File: src/rtl/nes_alu_if.sv
// Operand/result bundle between the instruction decoder and the ALU.
// The decoder drives func, operands and current status; the ALU returns the registered result.
interface nes_alu_if #(
  parameter int WIDTH = 8
);
  logic [7:0]       func;
  logic [WIDTH-1:0] status_in;
  logic [WIDTH-1:0] a;
  logic [WIDTH-1:0] b;
  logic [WIDTH-1:0] dout;
  logic             wout;
  logic [WIDTH-1:0] status_out;

  modport master (
    output func, status_in, a, b,
    input  dout, wout, status_out
  );

  modport slave (
    input  func, status_in, a, b,
    output dout, wout, status_out
  );
endinterface

File: src/rtl/nes_alu.sv
// 6502/2A03 ALU: one op per clock, result/flags/done registered (1-cycle latency), no backpressure.
// NES_ALU_DECIMAL_EN enables BCD ADC/SBC when D is set; default build is binary-only like the 2A03.
module nes_alu #(
  parameter int WIDTH = 8
) (
  input  logic       clk,
  input  logic       reset_n,
  nes_alu_if.slave   bus
);
  localparam logic [7:0] OP_NOP = 8'h00;
  localparam logic [7:0] OP_ADC = 8'h01;
  localparam logic [7:0] OP_SBC = 8'h02;
  localparam logic [7:0] OP_AND = 8'h03;
  localparam logic [7:0] OP_ORA = 8'h04;
  localparam logic [7:0] OP_EOR = 8'h05;
  localparam logic [7:0] OP_ASL = 8'h06;
  localparam logic [7:0] OP_LSR = 8'h07;
  localparam logic [7:0] OP_ROL = 8'h08;
  localparam logic [7:0] OP_ROR = 8'h09;
  localparam logic [7:0] OP_INC = 8'h0A;
  localparam logic [7:0] OP_DEC = 8'h0B;
  localparam logic [7:0] OP_CMP = 8'h0C;
  localparam logic [7:0] OP_BIT = 8'h0D;

  localparam int FN = 7;
  localparam int FV = 6;
  localparam int FD = 3;
  localparam int FZ = 1;
  localparam int FC = 0;

  typedef logic [WIDTH-1:0] word_t;

  word_t          dout_q, dout_d;
  word_t          status_out_q, status_out_d;
  logic           wout_q, wout_d;

  word_t          st_base;
  word_t          b_eff;
  word_t          ovf;
  word_t          nz_src;
  logic           nz_en;
  logic           cin;
  logic [WIDTH:0] sum;
  logic [WIDTH:0] diff;

`ifdef NES_ALU_DECIMAL_EN
  logic [4:0] lo_n, hi_n;
  logic       lo_c;
`endif

  always_comb begin
    st_base     = bus.status_in;
    st_base[5]  = 1'b1;
    cin         = bus.status_in[FC];
    b_eff       = (bus.func == OP_SBC) ? ~bus.b : bus.b;
    sum         = {1'b0, bus.a} + {1'b0, b_eff} + {{WIDTH{1'b0}}, cin};
    diff        = {1'b0, bus.a} + {1'b0, ~bus.b} + {{WIDTH{1'b0}}, 1'b1};
    ovf         = ~(bus.a ^ b_eff) & (bus.a ^ sum[WIDTH-1:0]);
    dout_d       = dout_q;
    status_out_d = st_base;
    wout_d       = 1'b1;
    nz_en        = 1'b1;
    nz_src       = '0;
`ifdef NES_ALU_DECIMAL_EN
    lo_n = '0;
    hi_n = '0;
    lo_c = 1'b0;
`endif

    case (bus.func)
      OP_NOP: begin
        status_out_d = status_out_q;
        wout_d       = 1'b0;
        nz_en        = 1'b0;
      end
      OP_ADC, OP_SBC: begin
        dout_d           = sum[WIDTH-1:0];
        nz_src           = sum[WIDTH-1:0];
        status_out_d[FC] = sum[WIDTH];
        status_out_d[FV] = ovf[WIDTH-1];
`ifdef NES_ALU_DECIMAL_EN
        // Flags N/V/Z stay binary; only the result and carry are decimal-adjusted.
        if (bus.status_in[FD]) begin
          if (bus.func == OP_ADC) begin
            lo_n = {1'b0, bus.a[3:0]} + {1'b0, bus.b[3:0]} + {4'b0, cin};
            if (lo_n > 5'd9) lo_n = lo_n + 5'd6;
            lo_c = lo_n[4];
            hi_n = {1'b0, bus.a[7:4]} + {1'b0, bus.b[7:4]} + {4'b0, lo_c};
            if (hi_n > 5'd9) hi_n = hi_n + 5'd6;
            status_out_d[FC] = hi_n[4];
          end else begin
            lo_n = {1'b0, bus.a[3:0]} - {1'b0, bus.b[3:0]} - {4'b0, ~cin};
            lo_c = lo_n[4];
            if (lo_c) lo_n = lo_n - 5'd6;
            hi_n = {1'b0, bus.a[7:4]} - {1'b0, bus.b[7:4]} - {4'b0, lo_c};
            if (hi_n[4]) hi_n = hi_n - 5'd6;
          end
          dout_d = {hi_n[3:0], lo_n[3:0]};
        end
`endif
      end
      OP_AND: begin dout_d = bus.a & bus.b; nz_src = dout_d; end
      OP_ORA: begin dout_d = bus.a | bus.b; nz_src = dout_d; end
      OP_EOR: begin dout_d = bus.a ^ bus.b; nz_src = dout_d; end
      OP_ASL: begin
        dout_d           = {bus.a[WIDTH-2:0], 1'b0};
        status_out_d[FC] = bus.a[WIDTH-1];
        nz_src           = dout_d;
      end
      OP_LSR: begin
        dout_d           = {1'b0, bus.a[WIDTH-1:1]};
        status_out_d[FC] = bus.a[0];
        nz_src           = dout_d;
      end
      OP_ROL: begin
        dout_d           = {bus.a[WIDTH-2:0], cin};
        status_out_d[FC] = bus.a[WIDTH-1];
        nz_src           = dout_d;
      end
      OP_ROR: begin
        dout_d           = {cin, bus.a[WIDTH-1:1]};
        status_out_d[FC] = bus.a[0];
        nz_src           = dout_d;
      end
      OP_INC: begin dout_d = bus.a + 1'b1; nz_src = dout_d; end
      OP_DEC: begin dout_d = bus.a - 1'b1; nz_src = dout_d; end
      OP_CMP: begin
        dout_d           = bus.a;
        nz_src           = diff[WIDTH-1:0];
        status_out_d[FC] = diff[WIDTH];
      end
      OP_BIT: begin
        dout_d           = bus.a;
        nz_src           = bus.a & bus.b;
        status_out_d[FN] = bus.b[FN];
        status_out_d[FV] = bus.b[FV];
      end
      default: begin
        wout_d = 1'b0;
        nz_en  = 1'b0;
      end
    endcase

    if (nz_en) begin
      status_out_d[FZ] = (nz_src == '0);
      if (bus.func != OP_BIT) status_out_d[FN] = nz_src[WIDTH-1];
    end
  end

  always_ff @(posedge clk) begin
    if (!reset_n) begin
      dout_q       <= '0;
      status_out_q <= word_t'(8'h20);
      wout_q       <= 1'b0;
    end else begin
      dout_q       <= dout_d;
      status_out_q <= status_out_d;
      wout_q       <= wout_d;
    end
  end

  assign bus.dout       = dout_q;
  assign bus.status_out = status_out_q;
  assign bus.wout       = wout_q;
endmodule

File: src/flat_wrapper.sv
// flat-port wrapper written by rule: the top's interface ports become plain ports
module nes_alu_flat 
#(
  parameter int WIDTH = 8
)
  (clk, reset_n, bus_func, bus_status_in, bus_a, bus_b, bus_dout, bus_wout, bus_status_out);
  nes_alu_if #(.WIDTH(WIDTH)) bus_i ();
  input  logic clk;
  input  logic reset_n;
  input wire logic [$bits(bus_i.func)-1:0] bus_func;
  input wire logic [$bits(bus_i.status_in)-1:0] bus_status_in;
  input wire logic [$bits(bus_i.a)-1:0] bus_a;
  input wire logic [$bits(bus_i.b)-1:0] bus_b;
  output wire logic [$bits(bus_i.dout)-1:0] bus_dout;
  output wire logic [$bits(bus_i.wout)-1:0] bus_wout;
  output wire logic [$bits(bus_i.status_out)-1:0] bus_status_out;
  assign bus_i.func = bus_func;
  assign bus_i.status_in = bus_status_in;
  assign bus_i.a = bus_a;
  assign bus_i.b = bus_b;
  assign bus_dout = bus_i.dout;
  assign bus_wout = bus_i.wout;
  assign bus_status_out = bus_i.status_out;
  nes_alu #(.WIDTH(WIDTH)) u_core (.clk(clk), .reset_n(reset_n), .bus(bus_i));
endmodule
File: config.mk
export PLATFORM = sky130hd
export DESIGN_NAME = nes_alu_flat
export DESIGN_NICKNAME = d
export VERILOG_FILES = /design/src/rtl/nes_alu_if.sv /design/src/rtl/nes_alu.sv /design/src/flat_wrapper.sv
export SDC_FILE = /design/constraint.sdc
export NUM_CORES = 1
export LEC_CHECK = 0
export CORE_AREA = 3 3 87 89
export CTS_CLUSTER_SIZE = 20
export DETAILED_ROUTE_END_ITERATION = 8
export DIE_AREA = 0 0 90 92
export GPL_TIMING_DRIVEN = 0
export PLACE_DENSITY = 0.71
export SYNTH_ARGS = -nofsm -noshare
export SYNTH_HDL_FRONTEND = slang
export SYNTH_SLANG_ARGS = --single-unit
File: constraint.sdc
create_clock -name clk -period 7 [get_ports clk]
set_input_delay 1.05 -clock clk [delete_from_list [all_inputs] [get_ports clk]]
set_output_delay 1.05 -clock clk [all_outputs]
set_load 0.03 [all_outputs]
==> metrics.csv <==
metric,value,unit
worstSetupEndpointType,register,
hp-start,u_core.bus.status_out[4],
grt_usage,21.76,%
die_x,90,um
start_util,39.56,%
grt-ovfl-total,0,
crit_start,bus_func[5],
synth_nets,433,
h-tree-depth,1,
numCtsBuffers,3,
async_flop_share,0,%
design_area,3328,um^2
yosys.area_share.adder,17.96,%
cts_setup_buffers,0,
postRouteAntennaNets,0,
slew_headroom,17.10,%
status,completed,
io_pins,51,
period_share,74.00,%
layout_min_cycle_time,5180,ps
post-dp-hpwl,7.171,mm
port_buffers,45,
drc_errors,0,
row_count,30,
yosysSeqAreaShare,11.85,%
synth-compound-area-share,29.68,%
fin_nets,483,
critPathRequiredTime,7150,ps
postCtsHoldBufs,0,
rsz0062_at_grt,no,
wl_per_cell,17.83,um
synth_edf_count,0,
place_area,3273,um^2
synth.area.mux_share,2.778,%
routed_wl,9.040,mm
n_antenna_cell,0,
setup_viol_count_final,0,
cp-start-kind,primary input,
fmax,193.1,MHz
synth_xor_area_share,8.102,%
clock-root-buffer,clkbuf_8,
cp_max_fo,10,
worst_slew_pin_slew,1233,ps
cts_sinks,16,
core,6832,um^2
ctsResizeCount,0,
r2r_cells,4,
cp_data_arrival_time,5330,ps
p_per_area,110.0,nW/um^2
synth_area,2703,um^2
grt_pass1_vias,2881,
hold_violations,0,
synth_top_family_by_area,compound AO/OA/AOI/OAI gates,
finalClockSkew,0,ps
hold_path.class,reg -> reg,
maxCapViolations,0,
dieArea,8280,um^2
cts_tree,yes,
worstHoldPathCells,2,
antenna_found_initial,0,
gp_congestion,0.9330,
synthDistinctLibCells,71,
dr.pass1.iters,5,
slew_violations,0,
finalSetupTns,0,ps
syn_avg_cell_area,7.466,um^2
drive_above_1_share,8.516,%
yosys_most_used_dff,dfxtp_1,
max-clock-path-buffers,2,
die_h,92,um
hold_end,u_core.bus.status_out[4],
rrSetupSlack,6230,ps
grt_pass1_wl,14.83,mm
vdd_drop_max,53.23,uV
clock_latency,250,ps
crit_type,in -> reg,
synthSimpleGateAreaFrac,21.57,%
fill_cells,717,
via_per_inst,5.909,
drt-initial-drc-count,237,
vias,2996,
ys_warn_count,0,
r2r_end,u_core.bus.status_out[1],
clk_pin_slew_worst_paths,70,ps
grt_max_degree,11,
syn-instance-count,362,
ys_ff_latch,16,
area_growth,23.15,%
p_leak,1.315,nW
reg2reg_from,u_core.bus.status_out[1],
[worst max-delay path, cell delays in order]
cell	delay, ps
clkdlybuf4s50_1	420
or4_4	560
buf_6	170
nor2_1	210
nand2_1	360
xnor2_1	250
fa_1	430
fa_1	400
nand2b_1	190
a21oi_1	260
o31a_1	210
nor3_1	90
nor3_1	210
o21ai_0	140
o41ai_2	380
[Yosys cell counts (9+ instances only)]
master,count,area (um^2)
nand2_1,42,157.7
o21ai_0,33,165.2
dfxtp_1,16,320.3
nor3_1,11,55.05
inv_1,28,105.1
nor2_1,22,82.58
clkbuf_1,10,37.54
ha_1,34,425.4
a21oi_1,16,80.08
a31oi_1,9,56.30
xnor2_1,22,192.7
a221oi_1,9,78.83
[worst max path at each step]
stage	to	slack, ps	cells past startpoint
after floorplan	u_core.bus.status_out[1]	2660	14
after global placement	u_core.bus.status_out[1]	1660	15
after detailed placement	u_core.bus.status_out[1]	1600	15
after CTS	u_core.bus.status_out[1]	1840	15
after global routing	u_core.bus.status_out[1]	1510	15
final	u_core.bus.status_out[1]	1820	15
[cells in the final DEF (no fill, tap or decap), types with 10 or more instances in the layout]
cell | netlist | final
nand2_1 | 42 | 42
a21oi_1 | 16 | 16
dfxtp_1 | 16 | 16
nor2_1 | 22 | 22
clkdlybuf4s50_1 | 0 | 45
nor3_1 | 11 | 11
inv_1 | 28 | 28
ha_1 | 34 | 34
o21ai_0 | 33 | 33
clkbuf_1 | 10 | 10
xnor2_1 | 22 | 22
[kinds of logic (layout without fill, tap and decap cells)]
logic type,count (synthesis),count (layout)
xor gates and xnor gates,25,25
buffers and inverters,50,99
adders and majority gates,37,37
DFF,16,16
AOI/OAI and AO/OA,114,114
and+or+nand+nor,114,114
muxes,5,5
other,1,1
[registers in the layout (all words and copies together) (netlist names)]
name / count
u_core.bus.dout: 8
u_core.bus.status_out: 7
u_core.bus.wout: 1
[where the power goes]
part	leakage, nW	switching [mW]	total (mW)	internal (mW)
sequential	0.131	0.00194	0.0970	0.0950
clock	0.0288	0.0350	0.0850	0.0500
combinational	1.16	0.106	0.184	0.0781
total	1.32	0.143	0.366	0.223
[final cells by class]
| cell class | count | area, um^2 | area share, % |
|---|---|---|---|
| Tap cell | 96 | 120.1 | 3.609 |
| Sequential cell | 16 | 320.3 | 9.624 |
| Multi-Input combinational cell | 296 | 2168 | 65.15 |
| Clock buffer | 4 | 55.05 | 1.654 |
| Timing Repair Buffer | 45 | 450.4 | 13.53 |
| Buffer | 21 | 105.1 | 3.158 |
| Inverter | 29 | 108.9 | 3.271 |
[routing by layer]
metal  routed length [um]  GRT usage, %
met1                 4148         29.45
met2                 3880         34.47
met3                  685         3.610
met4                  325         8.546
met5                    0             0
[through the flow]
step | std cells | power [mW] | hold slack [ps] | setup slack, ps | utilization, %
2_1_floorplan | 362 | 0.2174 | 575.8 | 2659 | -
4_1_cts | 507 | 0.3637 | 455.7 | 1840 | 48.72
6_report | 507 | 0.3662 | 452.9 | 1820 | 48.72
3_3_place_gp | 503 | 0.2758 | 438.7 | 1657 | 47.91
5_1_grt | 507 | 0.3890 | 489.8 | 1508 | 48.72
3_5_place_dp | 503 | 0.2792 | 446.1 | 1603 | 47.91
Power figures use the tool's default switching activity.
